--- src/rtl/keypad_encoder.sv ---
// keypad_encoder: scans a 4x4 active-low keypad, debounces, and hands one key code per press over valid/ready.
// Optional held-key auto-repeat is compiled in with KEYPAD_REPEAT_EN.
module keypad_encoder #(
  parameter int SCAN_DIV       = 4,
  parameter int DEBOUNCE_SCANS = 3,
  parameter int REPEAT_SCANS   = 8
) (
  input  logic       JM1222HM_clk,
  input  logic       JM1222HM_rst,
  output logic [3:0] JM1222HM_col,
  input  logic [3:0] JM1222HM_row,
  output logic [3:0] JM1222HM_code,
  output logic       JM1222HM_valid,
  input  logic       JM1222HM_ready,
  output logic       JM1222HM_ovf
);
  localparam int DW = $clog2(SCAN_DIV);
  localparam int RW = $clog2(REPEAT_SCANS + 1);
`ifdef KEYPAD_REPEAT_EN
  localparam bit REPEAT_ON = 1'b1;
`else
  localparam bit REPEAT_ON = 1'b0;
`endif
  typedef enum logic [1:0] {IDLE, DEBOUNCE, HELD} state_t;
  state_t        state_q, state_d;
  logic [DW-1:0] div_q, div_d;
  logic [1:0]    col_q, col_d, hits_q, hits_d, hits_new, row_idx;
  logic [3:0]    sync1_q, sync2_q, low, key_q, key_d, key_new;
  logic [3:0]    cnt_q, cnt_d, cand_q, cand_d, code_q, code_d;
  logic [2:0]    nlow, tot;
  logic [RW-1:0] rep_q, rep_d;
  logic          sample, scan_end, none, single, match, emit, xfer;
  logic          valid_q, valid_d, ovf_q, ovf_d;
  // Scan sequencing; hits saturates at 2 so MULTI needs no wider count.
  always_comb begin
    low      = ~sync2_q;
    nlow     = {2'b0, low[0]} + {2'b0, low[1]} + {2'b0, low[2]} + {2'b0, low[3]};
    row_idx  = low[3] ? 2'd3 : low[2] ? 2'd2 : low[1] ? 2'd1 : 2'd0;
    tot      = {1'b0, hits_q} + nlow;
    hits_new = (tot > 3'd1) ? 2'd2 : tot[1:0];
    key_new  = (nlow == 3'd1) ? {row_idx, col_q} : key_q;
    sample   = div_q == DW'(SCAN_DIV - 1);
    scan_end = sample && (col_q == 2'd3);
    div_d    = sample ? '0 : div_q + DW'(1);
    col_d    = sample ? col_q + 2'd1 : col_q;
    hits_d   = scan_end ? 2'd0 : sample ? hits_new : hits_q;
    key_d    = scan_end ? 4'd0 : sample ? key_new : key_q;
    none     = hits_new == 2'd0;
    single   = hits_new == 2'd1;
    match    = single && (key_new == cand_q);
  end
  always_comb begin
    state_d = state_q;
    cnt_d   = cnt_q;
    cand_d  = cand_q;
    rep_d   = rep_q;
    emit    = 1'b0;
    if (scan_end) begin
      case (state_q)
        IDLE: if (single) begin
          cand_d = key_new;
          if (DEBOUNCE_SCANS == 1) begin
            emit    = 1'b1;
            state_d = HELD;
            cnt_d   = 4'd0;
            rep_d   = '0;
          end else begin
            state_d = DEBOUNCE;
            cnt_d   = 4'd1;
          end
        end
        DEBOUNCE: if (match) begin
          if (cnt_q + 4'd1 == 4'(DEBOUNCE_SCANS)) begin
            emit    = 1'b1;
            state_d = HELD;
            cnt_d   = 4'd0;
            rep_d   = '0;
          end else cnt_d = cnt_q + 4'd1;
        end else if (single) begin
          cand_d = key_new;
          cnt_d  = 4'd1;
        end else begin
          state_d = IDLE;
          cnt_d   = 4'd0;
        end
        HELD: begin
          cnt_d = none ? cnt_q + 4'd1 : 4'd0;
          if (none && (cnt_q + 4'd1 == 4'(DEBOUNCE_SCANS))) begin
            state_d = IDLE;
            cnt_d   = 4'd0;
          end
          // Repeat counter runs in every build; only the emit is gated by the feature.
          if (match) begin
            rep_d = (rep_q + RW'(1) == RW'(REPEAT_SCANS)) ? '0 : rep_q + RW'(1);
            emit  = REPEAT_ON && (rep_q + RW'(1) == RW'(REPEAT_SCANS));
          end else if (!single) rep_d = '0;
        end
        default: begin
          state_d = IDLE;
          cnt_d   = 4'd0;
        end
      endcase
    end
  end
  always_comb begin
    xfer    = valid_q && JM1222HM_ready;
    code_d  = (emit && (!valid_q || xfer)) ? cand_d : code_q;
    valid_d = emit || (valid_q && !xfer);
    ovf_d   = ovf_q || (emit && valid_q && !xfer);
  end
  always_ff @(posedge JM1222HM_clk) begin
    if (JM1222HM_rst) begin
      state_q <= IDLE;
      div_q   <= '0;
      col_q   <= 2'd0;
      hits_q  <= 2'd0;
      key_q   <= 4'd0;
      sync1_q <= 4'd0;
      sync2_q <= 4'd0;
      cnt_q   <= 4'd0;
      cand_q  <= 4'd0;
      rep_q   <= '0;
      code_q  <= 4'd0;
      valid_q <= 1'b0;
      ovf_q   <= 1'b0;
    end else begin
      state_q <= state_d;
      div_q   <= div_d;
      col_q   <= col_d;
      hits_q  <= hits_d;
      key_q   <= key_d;
      sync1_q <= JM1222HM_row;
      sync2_q <= sync1_q;
      cnt_q   <= cnt_d;
      cand_q  <= cand_d;
      rep_q   <= rep_d;
      code_q  <= code_d;
      valid_q <= valid_d;
      ovf_q   <= ovf_d;
    end
  end
  assign JM1222HM_col   = ~(4'b0001 << col_q);
  assign JM1222HM_code  = code_q;
  assign JM1222HM_valid = valid_q;
  assign JM1222HM_ovf   = ovf_q;
endmodule

--- config.mk ---
export PLATFORM = sky130hd
export DESIGN_NAME = keypad_encoder
export DESIGN_NICKNAME = d
export VERILOG_FILES = /design/src/rtl/keypad_encoder.sv
export SDC_FILE = /design/constraint.sdc
export NUM_CORES = 1
export LEC_CHECK = 0
export ABC_AREA = 1
export CORE_MARGIN = 10
export CORE_UTILIZATION = 45
export CTS_CLUSTER_SIZE = 24
export DETAILED_ROUTE_END_ITERATION = 6
export HOLD_SLACK_MARGIN = 0.15
export PLACE_DENSITY_LB_ADDON = 0.3
export REMOVE_ABC_BUFFERS = 1
export SYNTH_ARGS = -nofsm -noshare
export SYNTH_HDL_FRONTEND = slang
export SYNTH_SLANG_ARGS = --single-unit
--- constraint.sdc ---
create_clock -name JM1222HM_clk -period 2.6 [get_ports JM1222HM_clk]
set_input_delay 0.65 -clock JM1222HM_clk [delete_from_list [all_inputs] [get_ports JM1222HM_clk]]
set_output_delay 0.65 -clock JM1222HM_clk [all_outputs]
set_load 0.03 [all_outputs]
=== After elaboration in Yosys (flattened, before gate mapping) ===
Index checks and enable logic that the tools add are counted.

* Register bits after elaboration: 34

* $add $sub $neg: 7
* Magnitude comparators: 1
* Eq/ne operators: 12
* Shifts and indexed selects: 1
* Multiplexer cells: 26
* Bitwise operators: 2
* Reductions and logical operators: 19

{| class="wikitable"
|+ Operators by type and width
! kind !! number
|-
| 2-to-1 mux 4 bit || 9
|-
| 2-to-1 mux 2 bit || 8
|-
| one-hot mux 4 bit (3 select lines) || 1
|-
| logical AND 1 bit || 8
|-
| inverter 4 bit || 2
|-
| one-hot mux 4 bit (2 select lines) || 1
|-
| == test 2 bit (second input constant) || 3
|-
| 2-to-1 mux 1 bit || 6
|-
| != test 3 bit (second input constant) || 2
|-
| one-hot mux 2 bit (3 select lines) || 1
|-
| AND reduction 5 bit || 1
|-
| adder 2 x 1 -> 2 bit (second input constant) || 2
|-
| adder 4 x 1 -> 4 bit (second input constant) || 1
|-
| == test 2 x 1 -> 1 bit (second input constant) || 2
|-
| == test 4 x 2 -> 1 bit (second input constant) || 1
|-
| == test 4 bit || 1
|-
| logical NOT 2 bit || 2
|-
| != test 2 bit (second input constant) || 2
|-
| OR reduction 2 bit || 2
|-
| << shifter 1 x 2 -> 4 bit (first input constant) || 1
|-
| adder 2 x 1 -> 3 bit || 1
|-
| adder 2 x 3 -> 3 bit || 1
|-
| adder 3 x 1 -> 3 bit || 1
|-
| == test 3 x 1 -> 1 bit (second input constant) || 1
|-
| other kinds (5) || 8
|}

=== Logic depth before layout (Yosys ltp) ===
* Depth after elaboration: 15
* Mapped depth: 17
* Gate-level depth less buffers: 17

=== Worst setup path before layout ===
OpenSTA, ideal clock, no wires.

* Path kind: reg2reg
* From: reg sync2_q[1]
* To: reg code_q[0] (netlist: JM1222HM_code[0])
* Data arrival time: 2.697 ns
* Required time: 2.487 ns
* Setup slack: -0.210 ns
* Stages on the path, launching flop included: 16
* Path buffers: 0
* Period minus slack after synthesis: 2.810 ns
* Path through: dfxtp_1 > inv_1 > fa_1 > ha_1 > ha_1 > fa_1 > nand2_2 > nand2_2 > nor2_4 > nand2_4 > nor2_4 > inv_2 > nor2_4 > nand4_4 > nor2_1 > nor2_1

* Cells in the longest elaborated chain, start to end: 13

{| class="wikitable"
|+ RTL lines
! element !! RTL line !! text
|-
| from (decl) || 28 || <nowiki>logic [3:0] sync1_q, sync2_q, low, key_q, key_d, key_new;</nowiki>
|-
| from (signal assigned) || 133 || <nowiki>sync2_q <= sync1_q;</nowiki>
|-
| inverter 4 bit * || 36 || <nowiki>low = ~sync2_q;</nowiki>
|-
| branches (longest 12 deep; another with adder 2 x 1 -> 3 bit) || -- ||
|-
| to (signal assigned) || 137 || <nowiki>code_q <= code_d;</nowiki>
|-
| to (decl) || 29 || <nowiki>logic [3:0] cnt_q, cnt_d, cand_q, cand_d, code_q, code_d;</nowiki>
|}

Mark *: on every way between the ends.
A chain may end at the register's enable or synchronous reset.

=== Final worst setup path ===
* From: reg sync2_q[1]
* To: reg code_q[2] (netlist: JM1222HM_code[2])

The elaborated chain is that of the path after synthesis.

==> parameters.txt <==
Parameter                              Value

Min path
  Hold Crit Start ... sync1_q[3]$_SDFF_PP0_
  Worst min-delay path class ... flop to flop
  Cell depth of the worst min-delay path ... 2
  End point of the worst hold path ... sync2_q[3]$_SDFF_PP0_

Clocking
  Clk buf depth ... 2
  TritonCTS Buffers ... 5
  Htree depth ... 2
  Latest clock arrival within the worst-skew pair ... 0.29 ns
  Clock transition at the register clock pins on the worst setup and hold paths after CTS ... 0.07 ns
  Buffer cell driving the clock tree root ... sky130_fd_sc_hd__clkbuf_8
  Clock tree from TritonCTS ... done
  Clock sink count ... 34

Global routing
  Antenna violations before repair ... 0
  Overall Global Routing Usage ... 13.0%
  Number of global-route vias before repair ... 1,854
  Remaining global-route overflow ... 0
  Maximum number of pins on one net before global-route repair ... 14
  Global-route wire length before repair ... 7950 um

Final layout
  Layout fillers ... 412
  Final antenna diode count ... 0
  Area Growth Syn to Fin ... 30.5%
  Fraction of layout instances using a drive strength above 1 ... 28.6%
  Final core occ ... 59.9%
  Count of nets after finishing ... 343
  Combined area of the multi-input logic cells ... 0.00118 mm^2
  Commonest cells after routing, fill and taps aside ... sky130_fd_sc_hd__nand2_1 (59), sky130_fd_sc_hd__inv_1 (45), sky130_fd_sc_hd__dfxtp_1 (31)
  Most common cell after layout, fill and taps aside ... sky130_fd_sc_hd__nand2_1
  Area of all placed cells without fillers ... 0.00257 mm^2
  Storage element area ... 684 um^2

Critical path
  Required arrival time at the worst endpoint ... 2.82 ns
  Sort of element at the start of the critical path ... flop
  Launch point of the worst reg-to-reg path ... sync2_q[1]$_SDFF_PP0_
  Data arrival, critical path ... 3.07 ns
  Maximum fanout along the worst path ... 8
  Cell depth of the worst flop-to-flop path ... 14
  Critical path class ... flop to flop
  R2r setup slk ... -0.25 ns
  Endpoint kind of the worst setup timing path ... flop
  End of the worst register-to-register path ... JM1222HM_code[2]$_SDFFE_PP0P_

Place
  Placed standard-cell area ... 0.00231 mm^2
  Port Buf Inserts ... 16
  Last weighted congestion value of the routability-driven placer ... 0.906
  Sum of net half-perimeters after detailed placement ... 3520 um

Pwr
  Overall power after layout ... 1.27 mW
  Pwr per Cell Area ... 495 mW/mm^2
  Leakage dissipation ... 1.18 nW
  Highest ir drop seen on vdd ... 0.280 mV

Drt
  First-pass iteration count of the detailed router ... 4
  DR WL/cell ... 12.4 um
  # DRC ... 0
  Initial DRC Count ... 67
  Vias per Instance ... 4.89
  Post-route ant nets ... 0
  Post-detailed-routing wire length ... 4690 um
  Total via count after detailed routing ... 1,845

STA
  Worst setup margin ... -0.246 ns
  Clk_skew ... 0.00559 ns
  Number of pins exceeding their max-slew limit in the final report ... 0
  Hold violation total from the final report ... 0
  Fin crit period ... 2.85 ns
  Tightest Pin Transition ... 0.539 ns
  Max_slew headroom ... 64.0%
  Final-report setup violation count ... 15
  Portion of the clock cycle consumed by the worst path in the final layout ... 109%
  RSZ-0062 raised after global routing ... true
  Highest clock frequency the design can meet ... 351 MHz

Flow run
  Max-cap violation count ... 0

Floorplanning
  Starting density of the core ... 45.9%
  Area of the placeable core ... 0.00429 mm^2
  Height of the die ... 86.2 um
  Number of cell rows ... 24
  Area of the die ... 0.00743 mm^2
  Horizontal die dimension ... 86.2 um
  I/O pin count ... 17

Yosys
  Syn Area/Cell ... 6.99 um^2
  Count of warnings emitted by yosys ... 0
  Share of flip-flops with an asynchronous set or reset after synthesis ... 0%
  Distinct cell type count after synthesis ... 26
  Post-synthesis instance total ... 282
  Leading register cell type out of synthesis ... sky130_fd_sc_hd__dfxtp_1
  Number of enable-type register cells in the synthesized netlist ... 0
  Post-Synthesis Cell Area ... 0.00197 mm^2
  Sequential fraction of the synthesis area ... 34.5%
  Synthesized flop and latch total ... 34

Run status
  Violated checks ... setup timing
  Status ... finished, violations left
area by class of cell:
cell class	count	share of cell area [%]
clock inverters	2	0.486
inverters	56	8.17
clock buffers	6	3.21
well taps	52	2.53
multi-input cells	189	45.8
flip-flops and latches	34	26.6
repair buffers	38	13.2
routing by layer:
layer,share of wire [%],global-route usage [%],vias up
met5,0,0,-
met4,1.2,5.60,0
met3,3.1,2.53,4
met2,52,23.5,25
met1,44,14.3,854
li1,-,-,962
cells in the mapped netlist (3+ instances only):
master,instances,area share (%)
sky130_fd_sc_hd__nand2_2,11,3.5
sky130_fd_sc_hd__inv_2,8,1.5
sky130_fd_sc_hd__nand2_1,68,13
sky130_fd_sc_hd__clkbuf_1,3,0.57
sky130_fd_sc_hd__dfxtp_1,34,35
sky130_fd_sc_hd__nor2_4,5,2.9
sky130_fd_sc_hd__o2111ai_1,3,1.3
sky130_fd_sc_hd__a21oi_1,19,4.8
sky130_fd_sc_hd__nor2_1,27,5.1
sky130_fd_sc_hd__o211ai_1,4,1.5
sky130_fd_sc_hd__o21ai_0,7,1.8
sky130_fd_sc_hd__inv_1,48,9.1
sky130_fd_sc_hd__nand3_1,19,4.8
sky130_fd_sc_hd__ha_1,10,6.3
kinds of logic (layout without fill, tap and decap cells):
logic type	after synthesis	count (layout)	synth area share [%]
AO/OA/AOI/OAI	34	34	10.3
XOR/XNOR	2	2	0.888
adder cells (fa/ha/maj)	12	12	8.38
buffers and inverters	59	102	11.2
flip-flops	34	34	34.5
AND/OR/NAND/NOR	141	141	34.7
per-stage QoR:
stage          setup WS [ns]  TNS [ns]  hold WS, ns  std cells
6_report              -0.246     -2.38        0.396        377
5_1_grt               -0.384     -4.66        0.415        377
4_1_cts               -0.181     -1.60        0.399        375
3_5_place_dp          -0.324     -3.23        0.396        364
3_3_place_gp          -0.217     -2.08        0.396        364
2_1_floorplan         -0.210     -1.52        0.388        279
power by group:
group / total (mW) / internal (mW) / switching, mW
Combinational: 0.310 / 0.131 / 0.179
Clock: 0.414 / 0.213 / 0.201
Sequential: 0.550 / 0.540 / 0.0104
worst max path at each step:
stage / cells past startpoint / start / end
floorplan: 15 / sync2_q[1]$_SDFF_PP0_ / JM1222HM_code[0]$_SDFFE_PP0P_
global placement: 15 / sync2_q[1]$_SDFF_PP0_ / JM1222HM_code[0]$_SDFFE_PP0P_
detailed placement: 15 / sync2_q[1]$_SDFF_PP0_ / JM1222HM_code[1]$_SDFFE_PP0P_
CTS: 14 / sync2_q[0]$_SDFF_PP0_ / JM1222HM_code[2]$_SDFFE_PP0P_
global route: 16 / sync2_q[1]$_SDFF_PP0_ / JM1222HM_code[2]$_SDFFE_PP0P_
finish: 14 / sync2_q[1]$_SDFF_PP0_ / JM1222HM_code[2]$_SDFFE_PP0P_
worst max-delay path, stage by stage (launching register included):
cell and delay [ns]:
sky130_fd_sc_hd__dfxtp_2 0.34, sky130_fd_sc_hd__inv_2 0.04, sky130_fd_sc_hd__fa_1 0.53, sky130_fd_sc_hd__ha_4 0.20, sky130_fd_sc_hd__ha_4 0.27, sky130_fd_sc_hd__fa_2 0.47, sky130_fd_sc_hd__nor2_4 0.16, sky130_fd_sc_hd__nand2_4 0.09
sky130_fd_sc_hd__nor2_4 0.11, sky130_fd_sc_hd__inv_2 0.06, sky130_fd_sc_hd__nor2_4 0.11, sky130_fd_sc_hd__nand4_4 0.15, sky130_fd_sc_hd__nand2_1 0.12, sky130_fd_sc_hd__nand2_1 0.05, sky130_fd_sc_hd__nor2_1 0.10
state kept, by name, indices dropped and copies added, names as in the netlist, 2 cells and up:
register and cells:
hits_q 2, state_q 2, col_q 2, cand_q 4
sync2_q 4, key_q 4, div_q 2, JM1222HM_code 4
cnt_q 4, sync1_q 4
timing repair:
| item | in CTS | in global routing |
|---|---|---|
| hold buffers | 0 | 0 |
| pin swaps | 10 | 7 |
| setup buffers | 3 | 2 |
| gates resized for setup | 25 | 12 |
| setup endpoints to repair | 16 | 16 |
(Power assumes the default switching activity.)
